## src/rtl/pipe_ctrl_pkg.sv

```systemverilog
// Shared definitions for the pipeline control block: FSM encoding and default widths.
package pipe_ctrl_pkg;

  localparam int REG_ADDR_W_DEF = 5;
  localparam int CNT_W_DEF      = 16;

  typedef enum logic [1:0] {
    BOOT      = 2'd0,
    RUN       = 2'd1,
    IMEM_WAIT = 2'd2,
    REDIRECT  = 2'd3
  } state_t;

endpackage

```

## src/rtl/pipe_ctrl_sat_cnt.sv

```systemverilog
// Saturating event counter with synchronous clear and increment enable.
module sat_cnt
  import pipe_ctrl_pkg::*;
#(
  parameter int W = CNT_W_DEF
) (
  input  logic         clk,
  input  logic         clear,
  input  logic         inc,
  output logic [W-1:0] count
);

  // Holds at all-ones instead of wrapping so long stalls never read as short ones.
  always_ff @(posedge clk) begin
    if (clear) begin
      count <= '0;
    end else if (inc && (count != '1)) begin
      count <= count + W'(1);
    end
  end

endmodule

```

## src/rtl/pipe_ctrl.sv

```systemverilog
// Pipeline control: fetch stall, load-use interlock and branch/jump redirect sequencing.
module pipe_ctrl
  import pipe_ctrl_pkg::*;
#(
  parameter int REG_ADDR_W = REG_ADDR_W_DEF,
  parameter int CNT_W      = CNT_W_DEF
) (
  input  logic                  clk,
  input  logic                  rst,
  input  logic                  imem_ready,
  input  logic                  idu_valid,
  input  logic                  idu_rs1_used,
  input  logic                  idu_rs2_used,
  input  logic [REG_ADDR_W-1:0] idu_rs1,
  input  logic [REG_ADDR_W-1:0] idu_rs2,
  input  logic                  exu_load,
  input  logic [REG_ADDR_W-1:0] exu_rd,
  input  logic                  exu2ifu_branch_en,
  input  logic                  exu2ifu_jump_en,
  output logic                  pc_hold,
  output logic                  ifu2idu_en,
  output logic                  ifu2idu_flush,
  output logic                  idu2exu_bubble,
  output logic [CNT_W-1:0]      stall_cnt,
  output logic [CNT_W-1:0]      flush_cnt
);

  state_t state;
  state_t next_state;
  logic   redirect;
  logic   load_use;
  logic   stall_inc;

  assign redirect = exu2ifu_branch_en | exu2ifu_jump_en;

  // x0 is hardwired zero, so a load targeting it can never create a hazard.
  assign load_use = idu_valid & exu_load & (exu_rd != '0) &
                    ((idu_rs1_used & (idu_rs1 == exu_rd)) |
                     (idu_rs2_used & (idu_rs2 == exu_rd)));

  always_ff @(posedge clk) begin
    if (rst) begin
      state <= BOOT;
    end else begin
      state <= next_state;
    end
  end

  always_comb begin
    next_state     = state;
    pc_hold        = 1'b0;
    ifu2idu_en     = 1'b0;
    ifu2idu_flush  = 1'b0;
    idu2exu_bubble = 1'b0;
    if (rst) begin
      pc_hold    = 1'b1;
      next_state = BOOT;
    end else begin
      unique case (state)
        BOOT: begin
          pc_hold    = 1'b1;
          next_state = RUN;
        end
        RUN, IMEM_WAIT: begin
          if (redirect) begin
            ifu2idu_flush  = 1'b1;
            idu2exu_bubble = 1'b1;
            next_state     = REDIRECT;
          end else if (load_use) begin
            // An outstanding fetch in IMEM_WAIT keeps waiting; the bubble goes in regardless.
            pc_hold        = 1'b1;
            idu2exu_bubble = 1'b1;
            next_state     = ((state == IMEM_WAIT) && !imem_ready) ? IMEM_WAIT : RUN;
          end else if (!imem_ready) begin
            pc_hold    = 1'b1;
            next_state = IMEM_WAIT;
          end else begin
            ifu2idu_en = 1'b1;
            next_state = RUN;
          end
        end
        REDIRECT: begin
          if (redirect) begin
            ifu2idu_flush  = 1'b1;
            idu2exu_bubble = 1'b1;
            next_state     = REDIRECT;
          end else begin
            next_state = RUN;
          end
        end
        default: begin
          pc_hold    = 1'b1;
          next_state = BOOT;
        end
      endcase
    end
  end

  assign stall_inc = pc_hold & (state != BOOT);

  sat_cnt #(.W(CNT_W)) u_stall_cnt (
    .clk   (clk),
    .clear (rst),
    .inc   (stall_inc),
    .count (stall_cnt)
  );

  sat_cnt #(.W(CNT_W)) u_flush_cnt (
    .clk   (clk),
    .clear (rst),
    .inc   (ifu2idu_flush),
    .count (flush_cnt)
  );

endmodule

```

## config.mk

```make
export PLATFORM = sky130hd
export DESIGN_NAME = pipe_ctrl
export DESIGN_NICKNAME = d
export VERILOG_FILES = /design/src/rtl/pipe_ctrl_pkg.sv /design/src/rtl/pipe_ctrl_sat_cnt.sv /design/src/rtl/pipe_ctrl.sv
export SDC_FILE = /design/constraint.sdc
export NUM_CORES = 1
export LEC_CHECK = 0
export CAP_MARGIN = 20
export CORE_UTILIZATION = 28
export DETAILED_ROUTE_END_ITERATION = 10
export PLACE_DENSITY_LB_ADDON = 0.1
export SLEW_MARGIN = 20
export SYNTH_ARGS = -nofsm -noshare
export SYNTH_HDL_FRONTEND = slang
export SYNTH_SLANG_ARGS = --single-unit
```

## constraint.sdc

```tcl
create_clock -name clk -period 5.6 [get_ports clk]
set_clock_uncertainty 0.15 [all_clocks]
set_input_delay 1.68 -clock clk [delete_from_list [all_inputs] [get_ports clk]]
set_output_delay 1.68 -clock clk [all_outputs]
set_load 0.03 [all_outputs]
```

==> flow_summary.yaml, run 1 <==
finish:
  fillers: 666
  antenna_cells: 0
  layout-drive-gt1-share_pct: 7.27
  syn2layout_area_growth_pct: 39.4
  finalNetCount: 317
drt:
  routedWlPerCell_um: 13.3
  vias: 1837
  drtIter0Drc: 77
  vias_per_cell: 5.02
  drc: 7
  dr.pass1.iters: 7
  routed_wl_mm: 4.88
  antenna_left: 0
worst_hold_path:
  hp-class: "reg2reg"
timing:
  setup_violations: 0
  slew_headroom_pct: 56.9
  rsz0062_at_grt: "no"
  maxSlewViolCount: 0
  fin_crit_sh_pct: 95.9
  fin_tns_setup_ns: 0
  tightest_slew_ns: 0.646
  hold_viol: 0
  max_freq_mhz: 186
  fin_crit_ns: 5.37
power:
  totalPowerFinal_mw: 0.538
  p_seq_share_pct: 46.7
  clockPowerShare_pct: 35.4
  ir_drop_uv: 116
  cellPowerDensity_nw_per_um2: 202
  switching_power_mw: 0.149
  internal_power_mw: 0.389
  switching_share_pct: 27.7
  leakagePower_nw: 0.938
  power_frac_comb_pct: 17.9
yosys:
  syn_area_per_cell_sq_um: 8.39
  synth_adder_area_share_pct: 3.27
  synth-xor-area-share_pct: 11.5
  synthesis.area_sq_um: 1910
  synth_top_area_share_pct: 35.6
  yosysWarnings: 0
  syn_nets: 257
  netlist_instances: 228
  yosys.area.top_type: "dfxtp_1"
  yosys.area_share.simple_pct: 31.0
  synth-seq-area-share_pct: 35.6
  netlist_top_cells_area: "dfxtp_1, xor2_1, nor2_1, a21oi_1, and4_1"
  synth_compound_area_share_pct: 13.7
  synth_edf_count: 0
  synth_top_family_by_area: "simple AND/OR/NAND/NOR gates"
  synth-async-reset-ratio_pct: 0
  yosys-mux-area-fraction_pct: 1.70
  synthFlopType: "dfxtp_1"
  synth_seq_cells: 34
  synth_cell_type_count: 42
clock_tree:
  clk_latency_ns: 0.29
  h-tree-depth: 2
  cts.path.max_buffers: 2
  cts_sinks: 34
  cts_root_buf: "clkbuf_8"
  cts_buffers: 5
  cts_tree: "built"
  clkTransAtPathRegs_ns: 0.08
  cts_setup_buffers: 0
place:
  gp_congestion: 0.746
  place_hpwl_mm: 3.53
  portBuffers: 59
setup_path:
  path_max_fanout: 3
  startpoint_type: "input pin"
  required_ns: 3.77
  path_class: "in2out"
  end_kind: "primary output"
  arrival_ns: 3.54
grt:
  grt_antenna_before_repair: 0
  grt_pass1_wl_mm: 8.05
  overflow: 0
  grt_pass1_vias: 1741
  grt_max_degree: 41
  grt_use_total_pct: 14.1
flow_run:
  drv_cap: 0
floorplanning:
  die-area_sq_um: 7160
  rows: 29
  ios: 60
  die_h_um: 84.6
  core_area_sq_um: 6460
  start_util_pct: 29.6
  fp.dieW_um: 84.6
run_status:
  violations: "DRC"
  status: "finished, violations left"
-- logic make-up after synthesis --
family	Yosys count
simple gates	107
compound gates	40
flops	34
xor+xnor	25
buf+inv	14
fa+ha+maj	5
mux	3
-- Yosys cell counts (2+ instances only) --
master and n:
dfxtp_1 34, nor2_1 28, xor2_1 19, a21oi_1 15, nand3_1 13, nand2_1 11, and4_1 8, or4_1 8
and3_1 7, o21ai_0 7, o31ai_1 7, inv_1 6, nand4_1 6, xnor2_1 6, ha_1 5, clkbuf_1 4
nor2b_1 4, nor3_1 4, or3_1 4, a211oi_1 3, and2_1 3, buf_1 2, mux2_2 2, nand3b_1 2
nor3b_1 2, nor4_1 2
-- per-layer routing --
metal	GRT usage [%]	wire length [um]
met1	18.9	2390
met2	21.4	2060
met3	4.62	380
met4	4.16	46
met5	0	0
-- cell type report --
| class | count | area (sq um) | area share [%] |
|---|---|---|---|
| tap | 77 | 96.3 | 3.62 |
| inverter | 6 | 22.5 | 0.845 |
| clock buffer | 6 | 82.6 | 3.10 |
| clock inverter | 2 | 12.5 | 0.469 |
| multi-input combinational | 180 | 1170 | 44.1 |
| timing repair buffer | 61 | 596 | 22.3 |
| sequential | 34 | 681 | 25.5 |
-- layout by cell type, fill, tap and decap left out, types with 2 or more instances in the layout --
cell type        Yosys  routed
buf_4                0       6
nand2_1             11      11
and3_1               7       7
nor2_1              28      28
clkbuf_8             0       6
xor2_1              19      19
nor3_1               4       4
o31ai_1              7       7
or3_1                4       4
a211oi_1             3       3
inv_1                6       6
nand3b_1             2       2
nand3_1             13      13
dfxtp_1             34      34
ha_1                 5       5
and4_1               8       8
nor4_1               2       2
or4_1                8       8
o21ai_0              7       7
a21oi_1             15      15
nor2b_1              4       4
mux2_2               2       2
clkdlybuf4s50_1      0      55
and2_1               3       3
xnor2_1              6       6
nand4_1              6       6
-- state kept, by name (all words and copies together) (netlist names) --
register and cells:
u_flush_cnt.count 16, u_stall_cnt.count 16, state 2
-- worst paths after layout --
path                                                        start                                end  slack (ns)  cells past startpoint
worst max-delay path                                    exu_rd[1]                         ifu2idu_en        0.23                      7
worst min-delay path            u_stall_cnt.count[5]$_SDFFE_PP0P_  u_stall_cnt.count[5]$_SDFFE_PP0P_        0.37                      2
worst max register to register                state[1]$_SDFF_PP0_  u_stall_cnt.count[6]$_SDFFE_PP0P_        3.03                      7
worst min register to register  u_stall_cnt.count[5]$_SDFFE_PP0P_  u_stall_cnt.count[5]$_SDFFE_PP0P_        0.37                      2
-- repair_timing --
item | CTS | global route
gates resized for setup | 0 | 1
hold buffers | 0 | 0
endpoints found under the setup margin | 0 | 1
-- critical path, stage by stage --
cell and delay, ns:
clkdlybuf4s50_1 0.46, or4_1 0.56, o211ai_2 0.21, nor2_1 0.08, nor2b_1 0.16, nor3b_2 0.19, buf_4 0.18
-- stage by stage --
step	setup WS, ns	utilization, %	hold WS (ns)	area [sq um]	std cells
4_1_cts	0.142	41.2	0.373	2660	366
3_5_place_dp	0.163	39.7	0.362	2560	358
2_1_floorplan	0.424	-	0.471	1910	228
6_report	0.227	41.3	0.367	2670	366
5_1_grt	0.0905	41.3	0.419	2670	366
3_3_place_gp	0.225	39.7	0.356	2560	358
-- power groups by stage --
| stage | logic [mW] | registers, mW | clock network (mW) |
|---|---|---|---|
| after floorplan | 0.0541 | 0.261 | 0 |
| after global placement | 0.0969 | 0.257 | 0 |
| after detailed placement | 0.0960 | 0.257 | 0 |
| after CTS | 0.0969 | 0.251 | 0.198 |
| after global routing | 0.106 | 0.252 | 0.211 |
| final | 0.0962 | 0.251 | 0.190 |
No activity file was read; power rests on OpenSTA's default activity.
==> run 2, diff against run 1 <==
- ABC_CLOCK_PERIOD_IN_PS: unset -> 5600
==> results of run 2 <==
Final layout, timing and power as in run 1 (identical DEF).
==> run 3, diff against run 2 <==
- ABC_CLOCK_PERIOD_IN_PS: 5600 -> 4800
- clock period: 5.6 -> 4.8 ns (I/O delays scaled with it)
==> run 3 against run 2 <==
  * The flow still finishes with violations (DRC)
  * Register-to-register slack lost 0.83 ns
  * Critical path depth rose by 1
  * Cell count up 1.1%
  * Count of clock-buffer cells in the layout grew 1
  * Core utilization grew 0.76 points
  * Total power rose by 17%
  * Via count rose by 0.71%
  * First-iteration DRC count increased by 5.2%
  * Wire length fell by 1.6%
  * Non-clock buffer count rose by 4
  * Critical path type unchanged
  * Largest cell class unchanged
==> flow_summary.yaml, run 3 (synthesis gave the netlist of run 1 again) <==
grt:
  grt_max_degree: 25
  grt_antenna_before_repair: 0
  grt_pass1_vias: 1702
  grt_pass1_wl_mm: 8.08
  grt_use_total_pct: 13.9
  overflow: 0
setup_path:
  startpoint_type: "input pin"
  timing.rr.start: "state[0]$_SDFF_PP0_"
  path_max_fanout: 2
  required_ns: 3.21
  r2r_slack_ns: 2.20
  crit_end: "ifu2idu_en"
  end_kind: "primary output"
  reg2reg_to: "u_stall_cnt.count[7]$_SDFFE_PP0P_"
  path_class: "in2out"
  r2r_cells: 7
  arrival_ns: 3.07
  cp-startpoint: "idu_rs1[4]"
drt:
  wl_met1_mm: 2.41
  routed_wl_mm: 4.80
  vias_per_cell: 5.00
  highest_layer: "met4"
  vias: 1850
  met2_length_mm: 2.03
  wl_met3_um: 310
  routedWlPerCell_um: 13.0
  drtIter0Drc: 81
  dr.pass1.iters: 8
  drc: 7
  antenna_left: 0
timing:
  max_freq_mhz: 214
  slew_headroom_pct: 59.8
  fin_crit_ns: 4.66
  fin_crit_sh_pct: 97.2
  hold_ws_ns: 0.367
  setup_violations: 0
  maxSlewViolCount: 0
  fin_tns_setup_ns: 0
  hold_viol: 0
  setup_ws_ns: 0.136
  rsz0062_at_grt: "no"
  tightest_slew_ns: 0.602
finish:
  final_cell_mix: "clkdlybuf4s50_1, dfxtp_1, nor2_1"
  fillers: 669
  syn2layout_area_growth_pct: 42.0
  layout_commonest_cell: "clkdlybuf4s50_1"
  layout-drive-gt1-share_pct: 9.22
  reg_top3: "u_flush_cnt.count x16, u_stall_cnt.count x16, state x2"
  utilization_pct: 42.0
  fin_area_sq_um: 2710
  finalNetCount: 321
  antenna_cells: 0
  stdcell_count: 370
clock_tree:
  cts.path.max_buffers: 2
  clk_latency_ns: 0.28
  cts_buffers: 5
  cts_tree: "built"
  clkTransAtPathRegs_ns: 0.07
  cts_sinks: 34
  cts_root_buf: "clkbuf_8"
  hold_buffers: 0
  h-tree-depth: 2
power:
  cellPowerDensity_nw_per_um2: 231
  ir_drop_uv: 103
  totalPowerFinal_mw: 0.627
  leakagePower_nw: 0.983
place:
  portBuffers: 59
  gp_congestion: 0.735
  place_area_sq_um: 2590
  pre_cts_slack_ns: -0.0698
  place_hpwl_mm: 3.53
  dp.cells: 361
flow_run:
  drv_cap: 0
run_status:
  status: "finished, violations left"
  violations: "DRC"
floorplanning:
  fp.dieW_um: 84.6
  ios: 60
  rows: 29
  die-area_sq_um: 7160
  start_util_pct: 29.6
  core_area_sq_um: 6460
  die_h_um: 84.6
worst_hold_path:
  hp-class: "reg2reg"
run 3: cell count changes in the layout (fill, tap and decap cells not counted), moves of 2 or more:
| cell | previous run | this run |
|---|---|---|
| clkdlybuf4s50_1 | 55 | 50 |
| buf_4 | 6 | 9 |
| dlygate4sd2_1 | 0 | 3 |
| dlymetal6s2s_1 | 0 | 2 |
| nor4_1 | 2 | 0 |
| nor4_2 | 0 | 2 |
run 3: report_power, final:
part,internal [mW],switching [mW]
combinational,0.0530,0.0637
clock,0.116,0.102
sequential,0.288,0.00556
run 3: critical path, cell delays in order:
cell and delay, ns:
clkdlybuf4s50_1 0.48, xor2_1 0.19, nor4_2 0.07, a32oi_1 0.25, nor2_1 0.10, nor2b_1 0.18
nor3b_2 0.19, buf_4 0.18
run 3: worst min path at each step:
stage	from	endpoint	slack, ns	cells past startpoint
4_1_cts	u_stall_cnt.count[5]$_SDFFE_PP0P_	u_stall_cnt.count[5]$_SDFFE_PP0P_	0.37	2
3_5_place_dp	u_stall_cnt.count[5]$_SDFFE_PP0P_	u_stall_cnt.count[5]$_SDFFE_PP0P_	0.36	2
3_3_place_gp	u_stall_cnt.count[5]$_SDFFE_PP0P_	u_stall_cnt.count[5]$_SDFFE_PP0P_	0.36	2
5_1_grt	u_stall_cnt.count[7]$_SDFFE_PP0P_	u_stall_cnt.count[7]$_SDFFE_PP0P_	0.40	2
2_1_floorplan	u_stall_cnt.count[7]$_SDFFE_PP0P_	u_stall_cnt.count[7]$_SDFFE_PP0P_	0.47	2
6_report	u_stall_cnt.count[5]$_SDFFE_PP0P_	u_stall_cnt.count[5]$_SDFFE_PP0P_	0.37	2
run 3: area by class of cell:
| cell class | count | area [sq um] | share of cell area [%] |
|---|---|---|---|
| multi-input combinational | 180 | 1190 | 43.9 |
| sequential | 34 | 681 | 25.1 |
| timing repair buffer | 65 | 631 | 23.2 |
| tap | 77 | 96.3 | 3.55 |
| clock buffer | 7 | 86.3 | 3.18 |
| inverter | 6 | 22.5 | 0.830 |
| clock inverter | 1 | 5.00 | 0.184 |
run 3: timing repair:
item / CTS / global route
gates resized for setup: 6 / 6
endpoints found under the setup margin: 3 / 3
buffers inserted: 0 / 1
cloned: 0 / 0
pin swaps: 5 / 6
run 3: layer usage:
layer  track usage, %  vias to the layer above
met1             19.7                      837
met3             3.44                        4
met2             20.5                       50
met4             4.62                        0
li1                 -                      959
met5                0                        -
